### src/rtl/imem_program_loader.sv
// Instruction-memory program loader: framed host bytes to memory writes.
// Frame: A5, N, N*4 big-endian payload bytes, XOR checksum of the payload.
module imem_program_loader #(
    parameter int DEPTH  = 64,
    parameter int ADDR_W = 6
) (
    input  logic              clk,
    input  logic              rst_n,
    input  logic              start,
    input  logic [7:0]        in_data,
    input  logic              in_valid,
    output logic              in_ready,
    output logic              mem_we,
    output logic [ADDR_W-1:0] mem_waddr,
    output logic [31:0]       mem_wdata,
    output logic              cpu_hold,
    output logic              done,
    output logic              error,
    output logic [ADDR_W:0]   words_loaded
);

    typedef enum logic [2:0] {
        S_IDLE,
        S_COUNT,
        S_DATA,
        S_CHECK,
        S_DONE,
        S_ERR
    } state_t;

    localparam logic [ADDR_W:0] WL_ONE  = (ADDR_W+1)'(1);
    localparam logic [7:0]      DEPTH_B = 8'(DEPTH);

    state_t            state_q, state_d;
    logic [1:0]        bidx_q, bidx_d;
    logic [23:0]       word_q, word_d;
    logic [7:0]        csum_q, csum_d;
    logic [ADDR_W:0]   n_q, n_d;
    logic [ADDR_W:0]   cnt_q, cnt_d;
    logic              rdy_q, rdy_d;
    logic              we_q, we_d;
    logic [ADDR_W-1:0] waddr_q, waddr_d;
    logic [31:0]       wdata_q, wdata_d;
    logic              hold_q, hold_d;
    logic              done_q, done_d;
    logic              err_q, err_d;
    logic              accept;

    assign accept       = in_valid && rdy_q;
    assign in_ready     = rdy_q;
    assign mem_we       = we_q;
    assign mem_waddr    = waddr_q;
    assign mem_wdata    = wdata_q;
    assign cpu_hold     = hold_q;
    assign done         = done_q;
    assign error        = err_q;
    assign words_loaded = cnt_q;

    // Next-state and registered-output computation for the frame parser.
    always_comb begin
        state_d = state_q;
        bidx_d  = bidx_q;
        word_d  = word_q;
        csum_d  = csum_q;
        n_d     = n_q;
        cnt_d   = cnt_q;
        rdy_d   = rdy_q;
        we_d    = 1'b0;
        waddr_d = waddr_q;
        wdata_d = wdata_q;
        hold_d  = hold_q;
        done_d  = done_q;
        err_d   = err_q;
        unique case (state_q)
            S_IDLE: begin
                if (accept && in_data == 8'hA5) begin
                    state_d = S_COUNT;
                end
            end
            S_COUNT: begin
                if (accept) begin
                    if (in_data == 8'd0 || in_data > DEPTH_B) begin
                        state_d = S_ERR;
                        err_d   = 1'b1;
                        rdy_d   = 1'b0;
                    end else begin
                        n_d     = (ADDR_W+1)'(in_data);
                        csum_d  = 8'd0;
                        cnt_d   = '0;
                        bidx_d  = 2'd0;
                        state_d = S_DATA;
                    end
                end
            end
            S_DATA: begin
                if (accept) begin
                    word_d = {word_q[15:0], in_data};
                    csum_d = csum_q ^ in_data;
                    bidx_d = 2'(bidx_q + 2'd1);
                    if (bidx_q == 2'd3) begin
                        // The word is complete: write it next cycle.
                        we_d    = 1'b1;
                        waddr_d = cnt_q[ADDR_W-1:0];
                        wdata_d = {word_q, in_data};
                        cnt_d   = cnt_q + WL_ONE;
                        if (cnt_q + WL_ONE == n_q) begin
                            state_d = S_CHECK;
                        end
                    end
                end
            end
            S_CHECK: begin
                if (accept) begin
                    rdy_d = 1'b0;
                    if (in_data == csum_q) begin
                        state_d = S_DONE;
                        done_d  = 1'b1;
                        hold_d  = 1'b0;
                    end else begin
                        state_d = S_ERR;
                        err_d   = 1'b1;
                    end
                end
            end
            S_DONE, S_ERR: begin
                if (start) begin
                    state_d = S_IDLE;
                    rdy_d   = 1'b1;
                    hold_d  = 1'b1;
                    done_d  = 1'b0;
                    err_d   = 1'b0;
                    cnt_d   = '0;
                end
            end
            default: begin
                state_d = S_IDLE;
            end
        endcase
    end

    // State and output registers with synchronous active-low reset.
    always_ff @(posedge clk) begin
        if (!rst_n) begin
            state_q <= S_IDLE;
            bidx_q  <= 2'd0;
            word_q  <= 24'd0;
            csum_q  <= 8'd0;
            n_q     <= '0;
            cnt_q   <= '0;
            rdy_q   <= 1'b1;
            we_q    <= 1'b0;
            waddr_q <= '0;
            wdata_q <= 32'd0;
            hold_q  <= 1'b1;
            done_q  <= 1'b0;
            err_q   <= 1'b0;
        end else begin
            state_q <= state_d;
            bidx_q  <= bidx_d;
            word_q  <= word_d;
            csum_q  <= csum_d;
            n_q     <= n_d;
            cnt_q   <= cnt_d;
            rdy_q   <= rdy_d;
            we_q    <= we_d;
            waddr_q <= waddr_d;
            wdata_q <= wdata_d;
            hold_q  <= hold_d;
            done_q  <= done_d;
            err_q   <= err_d;
        end
    end

endmodule

### config.mk
export PLATFORM = sky130hd
export DESIGN_NAME = imem_program_loader
export DESIGN_NICKNAME = d
export VERILOG_FILES = /design/src/rtl/imem_program_loader.sv
export SDC_FILE = /design/constraint.sdc
export NUM_CORES = 1
export LEC_CHECK = 0
export CORE_UTILIZATION = 48
export CTS_CLUSTER_DIAMETER = 150
export DETAILED_ROUTE_END_ITERATION = 8
export MAX_ROUTING_LAYER = met4
export PLACE_DENSITY = 0.82
export SLEW_MARGIN = 20
export SYNTH_ARGS = -nofsm -noshare
export SYNTH_HDL_FRONTEND = slang
export SYNTH_SLANG_ARGS = --single-unit
### constraint.sdc
create_clock -name clk -period 2 [get_ports clk]
set_input_delay 0.5 -clock clk [delete_from_list [all_inputs] [get_ports clk]]
set_output_delay 0.5 -clock clk [all_outputs]
set_load 0.005 [all_outputs]
==> results.toml <==
[setup_path]
path_class = "flip-flop to primary output"
r2r_cells = 6
cp_cell_sequence = "buf_4, clkdlybuf4s50_1"
crit_path_top_delay_cell = "clkdlybuf4s50_1"
crit_family = "buffers and inverters"
start_kind = "flip-flop"
arrival_ps = 1440
worst_ep_required_time_ps = 1500
crit_buf_inv = 2
r2r_start = "words_loaded[0]"
rr_endpoint = "state_q[2]"
max_stage_delay_ps = 490
path_max_fanout = 5
cp.depth = 2
cp-end-kind = "primary output"
rrSetupSlack_ps = 80

[synthesis]
async_flop_share = 0
ys_seq_area_frac = 0.467
ys.flop_type = "dfxtp_1"
syn_area_per_cell_sq_um = 8.10
syn_nets = 512
syn_inst = 498
synth.distinct_cells = 52
syn_area_sq_um = 4030
synth_top_area_cell = "dfxtp_1"
synthTopCellsByArea = "dfxtp_1, nand2_1, nand3_1"
ys_seq_elements = 94
synth_warnings = 0
synth_top_area_frac = 0.467
synth_edf_count = 0

[floorplan]
fp.dieW_um = 93.7
rows = 33
ios = 62
initial_core_util = 0.493
die_area_sq_um = 8770
core_region_area_sq_um = 8180
die_y_um = 93.7

[final_layout]
drive_gt1_frac = 0.149
layout_commonest_cell = "nand2_1"
multi_input_area_sq_um = 2050
regArea_sq_um = 1890
area_growth_pct = 32.5
fin_cells = 687
antenna-diode-count = 0
nNetsFinal = 591
final_cell_mix = "nand2_1, dfxtp_1, clkdlybuf4s50_1, nand3_1, buf_4"
fillers = 668

[placement]
post-place-ws_ps = -535
gp_congestion = 0.898
io_buffer_count = 61
hpwl_mm = 7.15
dp.cells = 671

[worst_hold_path]
whs_endpoint = "word_q[18]"
min_delay_path_depth = 2
hp-class = "flip-flop to flip-flop"
min-delay-start = "word_q[18]"

[timing]
max-slew-margin-rel = 0.658
setup_viol = 0
skew_ps = 8.66
min_period_ps = 1940
finalCritPeriodShare = 0.972
fin_ws_ps = 55.8
hold-worst-slack_ps = 458
fmax_mhz = 514
finalHoldViolations = 0
slew_viol_final = 0
worst_pin_slew_ps = 513
rsz0062_at_grt = "true"

[route]
wl_mm = 10.3
num_vias = 3850
drc = 0
firstDrtPassIters = 5
drt-initial-drc-count = 242
antenna_left = 0
vias_per_cell = 5.60
post_drt_wl_per_cell_um = 15.0

[outcome]
status = "finished clean"

[global_routing]
grt_overflow = 0
antenna_found_initial = 0
grt_pass1_vias = 3482
grtUsageTotal = 0.250
grt_max_degree = 65
grt_pass1_wl_mm = 16.7

[cts]
root_buffer = "clkbuf_8"
clkSinkCount = 94
clk_pin_slew_ps = 100
cts_setup_buffers = 0
clk_path_buf_depth = 2
ctsHtreeMaxLevel = 3
insertion_delay_ps = 360
cts_buffers = 9
cts_tree = "done"
cts_hold_buf = 0

[power]
power_density_nw_per_um2 = 796
leakagePower_nw = 1.88
ir_drop_uv = 614
total_power_w = 0.00425

[flow_run]
drv_cap = 0
[cell type report]
class	count	share of cell area
Inverter	4	0.00281
Clock inverter	7	0.0115
Tap cell	105	0.0246
Sequential cell	94	0.353
Multi-Input combinational cell	357	0.383
Timing Repair Buffer	111	0.202
Clock buffer	9	0.0232
[what timing repair did]
item,4_1_cts,5_1_grt
setup endpoints to repair,23,55
pin swaps,6,6
resized for setup,15,11
[stage by stage]
stage | util | setup TNS [ps] | cell area (sq um)
after floorplan | - | -609 | 4080
after global routing | 0.654 | -9.59 | 5340
final | 0.654 | 0 | 5340
after detailed placement | 0.621 | -28070 | 5080
after CTS | 0.648 | 0 | 5290
after global placement | 0.621 | -22580 | 5080
[per-layer routing]
layer  up-vias  part of all wire  global-route usage
li1       1887                 -                   -
met1      1816              0.44               0.318
met2       124              0.49               0.391
met3        23             0.050              0.0316
met4         0             0.024               0.128
met5         -                 0                   -
[how the worst max path moves through the flow]
stage | startpoint | slack [ps] | endpoint
6_report | words_loaded[3] | 60 | words_loaded[3]
5_1_grt | words_loaded[0] | -10 | state_q[2]
4_1_cts | in_valid | 0.5 | mem_wdata[8]
3_5_place_dp | in_data[3] | -540 | state_q[2]
3_3_place_gp | in_data[3] | -430 | state_q[2]
2_1_floorplan | in_data[2] | -50 | bidx_q[0]
[worst min-delay path: cells and delay by family (launching register included)]
kind / cells / cell delay [ps]
compound gates: 1 / 50
flops: 1 / 320
simple gates: 1 / 50
[synth_stat cells (2+ instances only)]
master,instances
ha_1,2
o31ai_1,4
o21a_1,9
buf_1,6
nor3_1,5
nand2b_1,4
o211ai_1,2
o22ai_1,3
xor2_1,3
a21oi_1,36
xnor2_1,12
buf_2,7
and3_1,4
nor3b_1,2
clkbuf_1,29
dfxtp_1,94
o21ai_1,11
nor2b_1,3
a211oi_1,5
and2_1,3
nand2_1,95
o21ai_0,34
nand4b_1,2
a31oi_1,9
nand3_1,44
nand4_1,4
nor2_1,27
inv_1,4
mux2i_1,8
or3_1,3
nor3_4,2
nand3b_1,2
[power breakdown]
group / leakage [nW] / internal, W / switching, W
sequential: 0.760 / 0.00194 / 0.0000715
clock: 0.0945 / 0.000481 / 0.000729
combinational: 1.03 / 0.000430 / 0.000599
total: 1.88 / 0.00285 / 0.00140
[sequential cells by signal (all words and copies together) (netlist names)]
signal,count
bidx_q,2
cpu_hold,1
csum_q,8
done,1
error,1
in_ready,1
mem_waddr,6
mem_wdata,32
mem_we,1
n_q,7
state_q,3
word_q,24
words_loaded,7
[cell families (layout without fill, tap and decap cells)]
kind of cell	after synthesis	count (layout)	synth area share
buffers and inverters	47	131	0.0468
adders and majority gates	2	2	0.00620
and+or+nand+nor	205	205	0.237
xor gates and xnor gates	15	15	0.0326
muxes	8	8	0.0199
DFF	94	94	0.467
AOI/OAI and AO/OA	127	127	0.191
No activity file was read; power rests on OpenSTA's default activity.
